`src/rtl/doomsoc_pll_pkg.sv`:
```
// rtl/doomsoc_pll_pkg.sv - shared state encoding and counter sizing for the PLL reset sequencer
package doomsoc_pll_pkg;

    typedef enum logic [2:0] {
        PLL_RESET = 3'd0,
        WAIT_LOCK = 3'd1,
        STABLE    = 3'd2,
        RELEASE   = 3'd3,
        RUN       = 3'd4
    } pll_state_t;

    // Bits needed by a counter that runs 0 .. max_count-1.
    function automatic int cnt_width(input int max_count);
        return (max_count <= 2) ? 1 : $clog2(max_count);
    endfunction

endpackage

```
`src/rtl/sync_2ff.sv`:
```
// rtl/sync_2ff.sv - two-flop synchronizer for a single asynchronous level
module sync_2ff (
    input  logic clk,
    input  logic rst,
    input  logic d,
    output logic q
);

    logic meta;

    always_ff @(posedge clk) begin
        if (rst) begin
            meta <= 1'b0;
            q    <= 1'b0;
        end else begin
            meta <= d;
            q    <= meta;
        end
    end

endmodule

```
`src/rtl/pll_reset_seq.sv`:
```
// rtl/pll_reset_seq.sv - PLL kick, lock qualification and staged reset release
module pll_reset_seq
    import doomsoc_pll_pkg::*;
#(
    parameter int LOCK_STABLE_CYCLES = 1024,
    parameter int STAGE_GAP          = 16,
    parameter int NUM_STAGES         = 3,
    parameter int LOCK_TIMEOUT       = 65536,
    parameter int PLL_RST_CYCLES     = 8,
    parameter int LOSS_CNT_W         = 8
) (
    input  logic                  clk,
    input  logic                  rst,
    input  logic                  pll_locked,
    output logic                  pll_rst,
    output logic [NUM_STAGES-1:0] rst_out,
    output logic                  ready,
    output logic [LOSS_CNT_W-1:0] lock_loss_count,
    output logic [2:0]            state
);

    localparam int REL_SPAN = (NUM_STAGES > 1) ? (NUM_STAGES - 1) * STAGE_GAP : 1;
    localparam int MAX_AB   = (PLL_RST_CYCLES > LOCK_TIMEOUT) ? PLL_RST_CYCLES : LOCK_TIMEOUT;
    localparam int MAX_CD   = (LOCK_STABLE_CYCLES > REL_SPAN) ? LOCK_STABLE_CYCLES : REL_SPAN;
    localparam int CNT_MAX  = (MAX_AB > MAX_CD) ? MAX_AB : MAX_CD;
    localparam int CNT_W    = cnt_width(CNT_MAX);

    localparam logic [CNT_W-1:0] RST_LAST    = CNT_W'(PLL_RST_CYCLES - 1);
    localparam logic [CNT_W-1:0] TO_LAST     = CNT_W'(LOCK_TIMEOUT - 1);
    localparam logic [CNT_W-1:0] STABLE_LAST = CNT_W'(LOCK_STABLE_CYCLES - 1);
    localparam logic [CNT_W-1:0] REL_LAST    = CNT_W'(REL_SPAN - 1);

    pll_state_t       st;
    logic [CNT_W-1:0] cnt;
    logic             lock_s;

    sync_2ff u_lock_sync (
        .clk (clk),
        .rst (rst),
        .d   (pll_locked),
        .q   (lock_s)
    );

    assign state = st;

    always_ff @(posedge clk) begin
        if (rst) begin
            st              <= PLL_RESET;
            cnt             <= '0;
            pll_rst         <= 1'b1;
            rst_out         <= '1;
            ready           <= 1'b0;
            lock_loss_count <= '0;
        end else if ((st == RELEASE || st == RUN) && !lock_s) begin
            // Lock lost after release began: clamp every stage and re-kick the PLL.
            st      <= PLL_RESET;
            cnt     <= '0;
            pll_rst <= 1'b1;
            rst_out <= '1;
            ready   <= 1'b0;
            if (lock_loss_count != '1)
                lock_loss_count <= lock_loss_count + 1'b1;
        end else begin
            case (st)
                PLL_RESET: begin
                    if (cnt == RST_LAST) begin
                        st      <= WAIT_LOCK;
                        cnt     <= '0;
                        pll_rst <= 1'b0;
                    end else begin
                        cnt <= cnt + 1'b1;
                    end
                end
                WAIT_LOCK: begin
                    if (lock_s) begin
                        st  <= STABLE;
                        cnt <= '0;
                    end else if (cnt == TO_LAST) begin
                        st      <= PLL_RESET;
                        cnt     <= '0;
                        pll_rst <= 1'b1;
                    end else begin
                        cnt <= cnt + 1'b1;
                    end
                end
                STABLE: begin
                    if (!lock_s) begin
                        st  <= WAIT_LOCK;
                        cnt <= '0;
                    end else if (cnt == STABLE_LAST) begin
                        cnt        <= '0;
                        rst_out[0] <= 1'b0;
                        if (NUM_STAGES == 1) begin
                            st    <= RUN;
                            ready <= 1'b1;
                        end else begin
                            st <= RELEASE;
                        end
                    end else begin
                        cnt <= cnt + 1'b1;
                    end
                end
                RELEASE: begin
                    cnt <= cnt + 1'b1;
                    // Stage k must read 0 in the cycle where cnt == k*STAGE_GAP.
                    for (int k = 1; k < NUM_STAGES; k++) begin
                        if (cnt == CNT_W'(k * STAGE_GAP - 1))
                            rst_out[k] <= 1'b0;
                    end
                    if (cnt == REL_LAST) begin
                        st    <= RUN;
                        cnt   <= '0;
                        ready <= 1'b1;
                    end
                end
                RUN: begin
                    ready   <= 1'b1;
                    rst_out <= '0;
                end
                default: begin
                    st      <= PLL_RESET;
                    cnt     <= '0;
                    pll_rst <= 1'b1;
                    rst_out <= '1;
                    ready   <= 1'b0;
                end
            endcase
        end
    end

endmodule

```
`config.mk`:
```
export PLATFORM = sky130hd
export DESIGN_NAME = pll_reset_seq
export DESIGN_NICKNAME = d
export VERILOG_FILES = /design/src/rtl/doomsoc_pll_pkg.sv /design/src/rtl/sync_2ff.sv /design/src/rtl/pll_reset_seq.sv
export SDC_FILE = /design/constraint.sdc
export NUM_CORES = 1
export LEC_CHECK = 0
export CORE_MARGIN = 1.5
export CORE_UTILIZATION = 51
export CTS_BUF_LIST = sky130_fd_sc_hd__clkbuf_8
export DETAILED_ROUTE_END_ITERATION = 16
export GPL_ROUTABILITY_DRIVEN = 0
export GPL_TIMING_DRIVEN = 0
export PLACE_DENSITY = 0.73
export SYNTH_ARGS = -nofsm -noshare
export SYNTH_HDL_FRONTEND = slang
export SYNTH_SLANG_ARGS = --single-unit
```
`constraint.sdc`:
```
create_clock -name clk -period 3.2 [get_ports clk]
set_clock_uncertainty 0.05 [all_clocks]
set_input_delay 0.8 -clock clk [delete_from_list [all_inputs] [get_ports clk]]
set_output_delay 0.8 -clock clk [all_outputs]
set_load 0.1 [all_outputs]
```
==> metrics.md, run 1 <==
| Metric | Value |
|---|---|
| Final Max Slew Viols | 0 |
| Die footprint | 3840 um2 |
| Global route overflow | 0 |
| Fin. Hold Viols | 0 |
| RSZ-0062 raised after global routing | no |
| Core Area | 3340 um2 |
| Pre-CTS setup slack | 0.403 ns |
| Relative slew slack | 35.4% |
| # hold bufs at CTS | 0 |
| CP top delay family | buffers and inverters |
| Starting DRT DRC Count | 82 |
| Fin cells | 284 |
| Placed Cells | 276 |
| WS Path Type | reg2out |
| Critical R2R Launch | cnt[0]$_SDFFE_PP0N_ |
| FF+latch area | 681 um2 |
| Hold_sp | u_lock_sync.meta$_SDFF_PP0_ |
| Area of the multi-input gates | 1030 um2 |
| Std cell rows | 21 |
| Fin util | 63.1% |
| Filler cell count | 327 |
| Largest net degree at the start of global routing | 12 |
| Hold Crit Class | reg2reg |
| Vias per cell | 5.74 |
| Layout cells sized above 1 | 10.5% |
| Yosys cell types | 50 |
| Period utilization | 86.8% |
| Buf/Inv on CP | 1 |
| Ys Warns | 0 |
| Post-CTS Setup Bufs | 0 |
| DRC Markers | 0 |
| CTS max path bufs | 2 |
| Clock root buffer | clkbuf_8 |
| Clock transition at path regs | 0.07 ns |
| Worst-path maximum fanout | 6 |
| Dominant synthesized flop cell | dfxtp_1 |
| Maximum vdd drop | 345 uV |
| Reg2reg setup slack | 0.44 ns |
| Horizontal die dimension | 62.0 um |
| Worst endpoint required time | 2.35 ns |
| Syn avg cell area | 8.37 um2 |
| Max cap viols | 0 |
| Synth async-reset ratio | 0% |
| Worst hold path stage count | 1 |
| Synth top area cells | dfxtp_1 38%, nor2_1 5.1%, nand2_1 4.7%, a21oi_1 4.5%, xor2_1 3.5% |
| Crit start category | register |
| H-tree Lvls | 2 |
| Cells after Synth | 212 |
| Area leader, netlist | dfxtp_1 |
| Upper clock frequency limit | 360 MHz |
| GR Util All Layers | 23.0% |
| CTS Buf Count | 5 |
| Num ports | 19 |
| Slew @ Worst Pin | 0.966 ns |
| Area grow syn2layout | 18.8% |
| First-pass DRT Iterations | 4 |
| Crit. End Element | output pin |
| Cell Chain, Critical Path | clkdlybuf4s50_1 |
| Ant. Diodes | 0 |
| Slowest cell on crit path | clkdlybuf4s50_1 |
| CTS tree | done |
| First-pass GRT wire length | 6.52 mm |
| Yosys top cell area share | 38.4% |
| Final Net Count | 242 |
| Post_cts resized | 0 |
| Syn nets | 217 |
| Final worst setup slack | 0.422 ns |
| Hpwl dp | 2.75 mm |
| Finish-stage setup viols | 0 |
| Register area share after synthesis | 38.4% |
| Skew-Pair Late Insertion Delay | 0.29 ns |
| Number of global-route vias before repair | 1,502 |
| Post-Syn Area | 1770 um2 |
| DR WL/cell | 13.6 um |
| Worst path arrival time | 1.93 ns |
| End of the worst hold path | u_lock_sync.q$_SDFF_PP0_ |
| RR Endpoint | cnt[15]$_SDFFE_PP0N_ |
| Leakage | 0.000718 uW |
| TNS Setup | 0 ns |
| Via count | 1,629 |
| Buffers on Ports | 18 |
| Fin crit period | 2.78 ns |
| Chip height | 62.0 um |
| Status | finished clean |
| Initial antenna violation count | 0 |
| Reg2Reg Depth | 8 |
| Final wirelength | 3.87 mm |
| Power Density | 568 nW/um2 |
| Initial Util | 53.2% |
| CP max stage delay | 1.18 ns |
| Final ANT Viol Nets | 0 |
| Synthesized flop and latch total | 34 |
| CTS sink cnt | 34 |
| Number of synthesized flops with an enable pin | 0 |
==> flip-flops by register name (all words and copies together) (netlist names) <==
| signal | cells |
|---|---|
| pll_rst | 1 |
| cnt | 16 |
| u_lock_sync.meta | 1 |
| lock_loss_count | 8 |
| ready | 1 |
| state | 3 |
| rst_out | 3 |
| u_lock_sync.q | 1 |
==> how the worst max path moves through the flow <==
stage / endpoint / depth (start not counted) / from / slack [ns]
floorplan: cnt[5]$_SDFFE_PP0N_ / 9 / state[1]$_SDFFE_PP0P_ / 0.35
global placement: cnt[15]$_SDFFE_PP0N_ / 7 / rst / 0.41
detailed placement: cnt[5]$_SDFFE_PP0N_ / 7 / rst / 0.40
CTS: lock_loss_count[0] / 1 / lock_loss_count[0]$_SDFFE_PP0P_ / 0.42
global route: cnt[15]$_SDFFE_PP0N_ / 8 / cnt[0]$_SDFFE_PP0N_ / 0.29
finish: lock_loss_count[0] / 1 / lock_loss_count[0]$_SDFFE_PP0P_ / 0.42
==> per-stage QoR <==
step                hold slack [ns]  power (uW)  cell area, um2
CTS                           0.392        1200            2110
floorplan                     0.364         790            1770
global placement              0.371         866            2010
detailed placement            0.375         870            2010
finish                        0.388        1200            2110
global route                  0.426        1260            2110
==> power breakdown <==
part / internal, uW / switching [uW]
combinational: 129 / 257
sequential: 449 / 26.6
clock: 173 / 163
total: 752 / 446
==> cell usage in the layout, fill, tap and decap left out, types with 4 or more instances in the layout <==
cell / n
nand4_1: 9
nand3_1: 11
clkbuf_1: 7
inv_1: 6
o21ai_0: 7
clkdlybuf4s50_1: 18
nand2_1: 22
dfxtp_1: 34
or3_1: 4
xor2_1: 7
a21oi_1: 16
nor2_1: 24
clkbuf_8: 6
==> cells in the mapped netlist (2+ instances only) <==
library cell	number
a21oi_1	16
a22oi_1	2
a31oi_1	2
a41o_2	2
a41oi_1	2
and2_1	2
and3_1	2
buf_2	3
clkbuf_1	7
dfxtp_1	34
ha_1	2
inv_1	6
mux2i_1	3
nand2_1	22
nand3_1	11
nand3b_1	2
nand4_1	9
nor2_1	24
nor2b_1	2
nor3_1	3
nor4_1	2
o21a_1	2
o21ai_0	7
o21ai_2	2
o22ai_1	2
o311ai_1	2
o31ai_1	2
or2_2	3
or3_1	4
or4_1	2
xnor2_1	3
xor2_1	7
==> kinds of logic after synthesis <==
group / count (synthesis) / share of synthesized area, %
muxes: 3 / 1.69
DFF: 34 / 38.4
AOI/OAI and AO/OA: 50 / 20.4
and+or+nand+nor: 97 / 29.6
xor gates and xnor gates: 10 / 4.94
adders and majority gates: 2 / 1.41
buffers and inverters: 16 / 3.60
==> routing by layer <==
metal	share of wire [%]	global-route usage, %	wire length (um)	vias up
met4	1.2	8.21	48	0
met3	4.0	7.04	154	5
li1	-	-	-	827
met2	47	37.6	1830	33
met5	0	0	0	-
met1	48	28.6	1840	764
==> layout make-up <==
type | instances | share of cell area (%)
timing repair buffer | 18 | 8.55
buffer | 10 | 1.96
sequential | 34 | 32.3
tap | 46 | 2.73
multi-input combinational | 162 | 48.9
clock inverter | 2 | 0.594
inverter | 6 | 1.07
clock buffer | 6 | 3.92
Power figures use the tool's default switching activity.
==> run 2, diff against run 1 <==
PLACE_DENSITY = unset   (was 0.73)
PLACE_DENSITY_LB_ADDON = 0.15   (was unset)
SLEW_MARGIN = 20   (was unset)
==> run 2 against run 1 <==
Routed wire length up 1.2%. Clock-buffer cell count did not move. Largest power group unchanged. Worst setup slack improved by 0.00056 ns. First-iteration DRC count up 32%. Register-to-register slack improved by 0.04 ns. Highest routed layer unchanged. Core utilization down 0.11 points. Non-clock buffer count unchanged. Sequential power about the same. Global-route usage down 0.79 points. Critical path depth did not move. Critical endpoint is now state[0].
==> metrics.md, run 2 (synthesis gave the netlist of run 1 again) <==
| Metric | Value |
|---|---|
| DR WL/cell | 13.8 um (was 13.6 um) |
| Upper clock frequency limit | 360 MHz (about the same) |
| WS Path Type | reg2out (unchanged) |
| Met3 global-route usage | 6.21% (was 7.04%) |
| Met2 usage | 35.1% (was 37.6%) |
| Pwr Total | 1190 uW (was 1200 uW) |
| Global route overflow | 0 (unchanged) |
| First-pass GRT wire length | 6.23 mm (was 6.52 mm) |
| CTS max path bufs | 2 (unchanged) |
| Largest reg by FF count | cnt (unchanged) |
| Finish-stage setup viols | 0 (unchanged) |
| Fin. Hold Viols | 0 (unchanged) |
| Number of global-route vias before repair | 1,353 (was 1,502) |
| Worst path arrival time | 1.93 ns (about the same) |
| GR Util All Layers | 22.3% (was 23.0%) |
| Fin crit period | 2.78 ns (about the same) |
| Crit start category | register (unchanged) |
| Die footprint | 3840 um2 (unchanged) |
| Hpwl dp | 2.80 mm (was 2.75 mm) |
| CTS sink cnt | 34 (unchanged) |
| Fin util | 63.0% (was 63.1%) |
| Buffers on Ports | 18 (unchanged) |
| Power Density | 564 nW/um2 (was 568 nW/um2) |
| Regs by FF count | cnt x16, lock_loss_count x8 (unchanged) |
| RSZ-0062 raised after global routing | no (unchanged) |
| Slew @ Worst Pin | 0.969 ns (was 0.966 ns) |
| Chip height | 62.0 um (unchanged) |
| CTS tree | done (unchanged) |
| Slowest cell on crit path | clkdlybuf4s50_1 (unchanged) |
| Final Net Count | 242 (unchanged) |
| Most common cell after layout, fill and taps aside | dfxtp_1 (unchanged) |
| Crit. End Element | output pin (unchanged) |
| Layout cells sized above 1 | 10.1% (was 10.5%) |
| Leading cell types in the layout, fill and taps excluded | 34 x dfxtp_1, 24 x nor2_1, 22 x nand2_1 (unchanged) |
| Flop pwr share | 40.3% (was 39.8%) |
| First-pass DRT Iterations | 4 (unchanged) |
| Num ports | 19 (unchanged) |
| Horizontal die dimension | 62.0 um (unchanged) |
| Final ANT Viol Nets | 0 (unchanged) |
| Switch share | 36.9% (was 37.2%) |
| Relative slew slack | 35.2% (was 35.4%) |
| Hold Crit Class | reg2reg (unchanged) |
| H-tree Lvls | 2 (unchanged) |
| GRT busiest layer | met2 (unchanged) |
| Post_cts resized | 0 (unchanged) |
| DRC Markers | 0 (unchanged) |
| Worst-path maximum fanout | 6 (unchanged) |
| Worst endpoint required time | 2.35 ns (about the same) |
| Leakage | 0.000723 uW (was 0.000718 uW) |
| Cell-internal power | 749 uW (was 752 uW) |
| Initial Util | 53.2% (unchanged) |
| TNS Setup | 0 ns (unchanged) |
| Max FFs per register | 16 (unchanged) |
| Clock root buffer | clkbuf_8 (unchanged) |
| Skew-Pair Late Insertion Delay | 0.29 ns (about the same) |
| Cell Chain, Critical Path | clkdlybuf4s50_1 (unchanged) |
| Net Sw Power | 437 uW (was 446 uW) |
| Via count | 1,620 (was 1,629) |
| CTS Buf Count | 5 (unchanged) |
| Core Area | 3340 um2 (unchanged) |
| Starting DRT DRC Count | 108 (was 82) |
| Initial antenna violation count | 0 (unchanged) |
| Area grow syn2layout | 18.5% (was 18.8%) |
| Met1 Track Usage GR | 29.3% (was 28.6%) |
| CP max stage delay | 1.18 ns (about the same) |
| Std cell rows | 21 (unchanged) |
| Combinational power share | 32.4% (was 32.2%) |
| Final wirelength | 3.92 mm (was 3.87 mm) |
| Ant. Diodes | 0 (unchanged) |
| Maximum vdd drop | 298 uV (was 345 uV) |
| Clock group share of total power | 27.3% (was 28.0%) |
| Clock transition at path regs | 0.06 ns (was 0.07 ns) |
| Status | finished clean (unchanged) |
| Period utilization | 86.8% (about the same) |
| Post-CTS Setup Bufs | 0 (unchanged) |
| Buf/Inv on CP | 1 (unchanged) |
| Largest net degree at the start of global routing | 11 (was 12) |
| # hold bufs at CTS | 0 (unchanged) |
| Final Max Slew Viols | 0 (unchanged) |
| Max cap viols | 0 (unchanged) |
| Vias per cell | 5.70 (was 5.74) |
| CP top delay family | buffers and inverters (unchanged) |
[run 2: cell count changes in the layout (fill, tap and decap cells not counted)]
cell and delta:
clkinvlp_4 -1, inv_1 +1
[run 2: final cells by class]
| cell class | count | area [um2] |
|---|---|---|
| buffer | 10 | 41.3 |
| clock buffer | 6 | 82.6 |
| clock inverter | 2 | 8.76 |
| fill | 310 | 1230 |
| inverter | 6 | 22.5 |
| multi-input combinational | 162 | 1030 |
| sequential | 34 | 681 |
| tap | 46 | 57.6 |
| timing repair buffer | 18 | 180 |
[run 2: power groups by stage]
stage	clock network (uW)	logic, uW	registers, uW
after detailed placement	0	384	487
after global routing	344	417	481
after CTS	327	384	478
after global placement	0	379	486
after floorplan	0	218	572
final	323	384	478
[run 2: metrics by stage]
stage | hold WS, ns | std cells | area [um2] | worst slack [ns]
2_1_floorplan | 0.364 | 212 | 1770 | 0.350
3_3_place_gp | 0.369 | 276 | 2010 | 0.403
3_5_place_dp | 0.391 | 276 | 2010 | 0.398
4_1_cts | 0.406 | 284 | 2100 | 0.433
5_1_grt | 0.409 | 284 | 2100 | 0.342
6_report | 0.399 | 284 | 2100 | 0.423
[run 2: final timing paths]
check	start	to	cells after the start	slack, ns
setup / recovery	state[0]$_SDFFE_PP0P_	state[0]	1	0.42
hold / removal	u_lock_sync.meta$_SDFF_PP0_	u_lock_sync.q$_SDFF_PP0_	1	0.40
setup reg to reg	cnt[0]$_SDFFE_PP0N_	cnt[15]$_SDFFE_PP0N_	8	0.48
hold reg to reg	u_lock_sync.meta$_SDFF_PP0_	u_lock_sync.q$_SDFF_PP0_	1	0.40
[run 2: routing by layer]
layer  vias to the layer above  wire length (um)
li1                        826                 -
met1                       758              1890
met2                        30              1780
met3                         6               195
met4                         0                57
met5                         -                 0
==> run 3, diff against run 2 <==
CORE_ASPECT_RATIO = 1.2   (was unset)
==> run 3 against run 2 <==
Sequential share of layout area decreased by 0.058 points. Maximum frequency increased by 0.17%. Final cell count decreased by 3.2%. Sequential cell count unchanged. Highest routed layer unchanged.
==> metrics.md, run 3 (synthesis gave the netlist of run 1 again) <==
| Metric | Value |
|---|---|
| Skew-Pair Late Insertion Delay | 0.29 ns (about the same) |
| Fin. Hold Viols | 0 (unchanged) |
| Relative slew slack | 34.8% (was 35.2%) |
| Core Area | 3340 um2 (about the same) |
| Crit start category | register (unchanged) |
| Cell Chain, Critical Path | clkdlybuf4s50_1 (unchanged) |
| Slew @ Worst Pin | 0.975 ns (was 0.969 ns) |
| Hold Crit Class | reg2reg (unchanged) |
| Final ANT Viol Nets | 0 (unchanged) |
| # hold bufs at CTS | 0 (unchanged) |
| Post_cts resized | 0 (unchanged) |
| Max FFs per register | 16 (unchanged) |
| Clock root buffer | clkbuf_8 (unchanged) |
| DR WL/cell | 14.6 um (was 13.8 um) |
| Slowest cell on crit path | clkdlybuf4s50_1 (unchanged) |
| Period utilization | 86.6% (was 86.8%) |
| Clock transition at path regs | 0.06 ns (about the same) |
| Vias per cell | 6.01 (was 5.70) |
| Initial antenna violation count | 0 (unchanged) |
| WS Path Type | reg2out (unchanged) |
| Regs by FF count | cnt x16, lock_loss_count x8 (unchanged) |
| Buf/Inv on CP | 1 (unchanged) |
| CTS max path bufs | 2 (unchanged) |
| Ant. Diodes | 0 (unchanged) |
| Starting DRT DRC Count | 85 (was 108) |
| CTS tree | done (unchanged) |
| Fin util | 63.1% (was 63.0%) |
| CP top delay family | buffers and inverters (unchanged) |
| Pre-CTS setup slack | 0.356 ns (was 0.398 ns) |
| Worst-path maximum fanout | 6 (unchanged) |
| Largest reg by FF count | cnt (unchanged) |
| First-pass DRT Iterations | 4 (unchanged) |
| DRC Markers | 0 (unchanged) |
| Layout cells sized above 1 | 9.66% (was 10.1%) |
| Power Density | 592 nW/um2 (was 564 nW/um2) |
| Most common cell after layout, fill and taps aside | dfxtp_1 (unchanged) |
| Buffers on Ports | 18 (unchanged) |
| First-pass GRT wire length | 6.63 mm (was 6.23 mm) |
| Initial Util | 53.1% (was 53.2%) |
| H-tree Lvls | 2 (unchanged) |
| Fin cells | 275 (was 284) |
| Max cap viols | 0 (unchanged) |
| Hpwl dp | 2.86 mm (was 2.80 mm) |
| Maximum vdd drop | 446 uV (was 298 uV) |
| Status | finished clean (unchanged) |
| Final wirelength | 4.02 mm (was 3.92 mm) |
| Num ports | 19 (unchanged) |
| Number of global-route vias before repair | 1,428 (was 1,353) |
| Placed Cells | 267 (was 276) |
| Leakage | 0.000731 uW (was 0.000723 uW) |
| Area of the multi-input gates | 1030 um2 (unchanged) |
| Leading cell types in the layout, fill and taps excluded | 34 x dfxtp_1, 24 x nor2_1, 22 x nand2_1 (unchanged) |
| Area grow syn2layout | 18.8% (was 18.5%) |
| Via count | 1,652 (was 1,620) |
| CP max stage delay | 1.19 ns (was 1.18 ns) |
| Die footprint | 3840 um2 (about the same) |
| Horizontal die dimension | 56.8 um (was 62.0 um) |
| GR Util All Layers | 22.5% (was 22.3%) |
| Post-CTS Setup Bufs | 0 (unchanged) |
| Largest net degree at the start of global routing | 11 (unchanged) |
| TNS Setup | 0 ns (unchanged) |
| RSZ-0062 raised after global routing | no (unchanged) |
| Crit. End Element | output pin (unchanged) |
| CTS Buf Count | 5 (unchanged) |
| Finish-stage setup viols | 0 (unchanged) |
| Final Max Slew Viols | 0 (unchanged) |
| FF+latch area | 681 um2 (unchanged) |
| CTS sink cnt | 34 (unchanged) |
| Fin crit period | 2.77 ns (was 2.78 ns) |
| Worst path arrival time | 1.92 ns (was 1.93 ns) |
| Global route overflow | 0 (unchanged) |
| Upper clock frequency limit | 361 MHz (was 360 MHz) |
| Worst endpoint required time | 2.35 ns (about the same) |
| Final worst setup slack | 0.427 ns (was 0.423 ns) |
| Filler cell count | 285 (was 310) |
| Final Net Count | 242 (unchanged) |
| Std cell rows | 23 (was 21) |
| Chip height | 67.6 um (was 62.0 um) |
## run 3: cell count changes in the layout (fill, tap and decap cells not counted), sizes merged
cell / previous run / this run
clkbuf: 13 / 12
inv: 7 / 8
bufinv: 0 / 1
clkinv: 1 / 0
## run 3: final cells by class
type,count,area share (%)
plain buffers,10,1.96
clock buffers,5,3.27
clock inverters,3,1.78
inverters,6,1.07
multi-input cells,162,48.9
flip-flops and latches,34,32.3
well taps,37,2.20
repair buffers,18,8.55
## run 3: report_power, final
part	switching, uW	total [uW]	internal, uW
logic	260	389	129
registers	27.5	477	450
clock network	154	380	227
## run 3: worst paths after layout
kind,startpoint,endpoint,slack (ns),cells past startpoint
worst max register to register,cnt[0]$_SDFFE_PP0N_,cnt[15]$_SDFFE_PP0N_,0.48,8
worst min-delay path,u_lock_sync.meta$_SDFF_PP0_,u_lock_sync.q$_SDFF_PP0_,0.40,1
worst max-delay path,state[0]$_SDFFE_PP0P_,state[0],0.43,1
worst min register to register,u_lock_sync.meta$_SDFF_PP0_,u_lock_sync.q$_SDFF_PP0_,0.40,1
## run 3: stage by stage
step,hold slack [ns],power (uW),area (um2)
after floorplan,0.364,790,1770
after global placement,0.369,868,2000
after detailed placement,0.395,870,2000
after global routing,0.429,1300,2110
after CTS,0.407,1250,2110
final,0.404,1250,2110
## run 3: layer usage
layer | GRT usage, % | share of wire (%)
met5 | 0 | 0
met4 | 12.8 | 1.6
met3 | 4.02 | 3.9
met2 | 34.3 | 46
met1 | 29.9 | 48
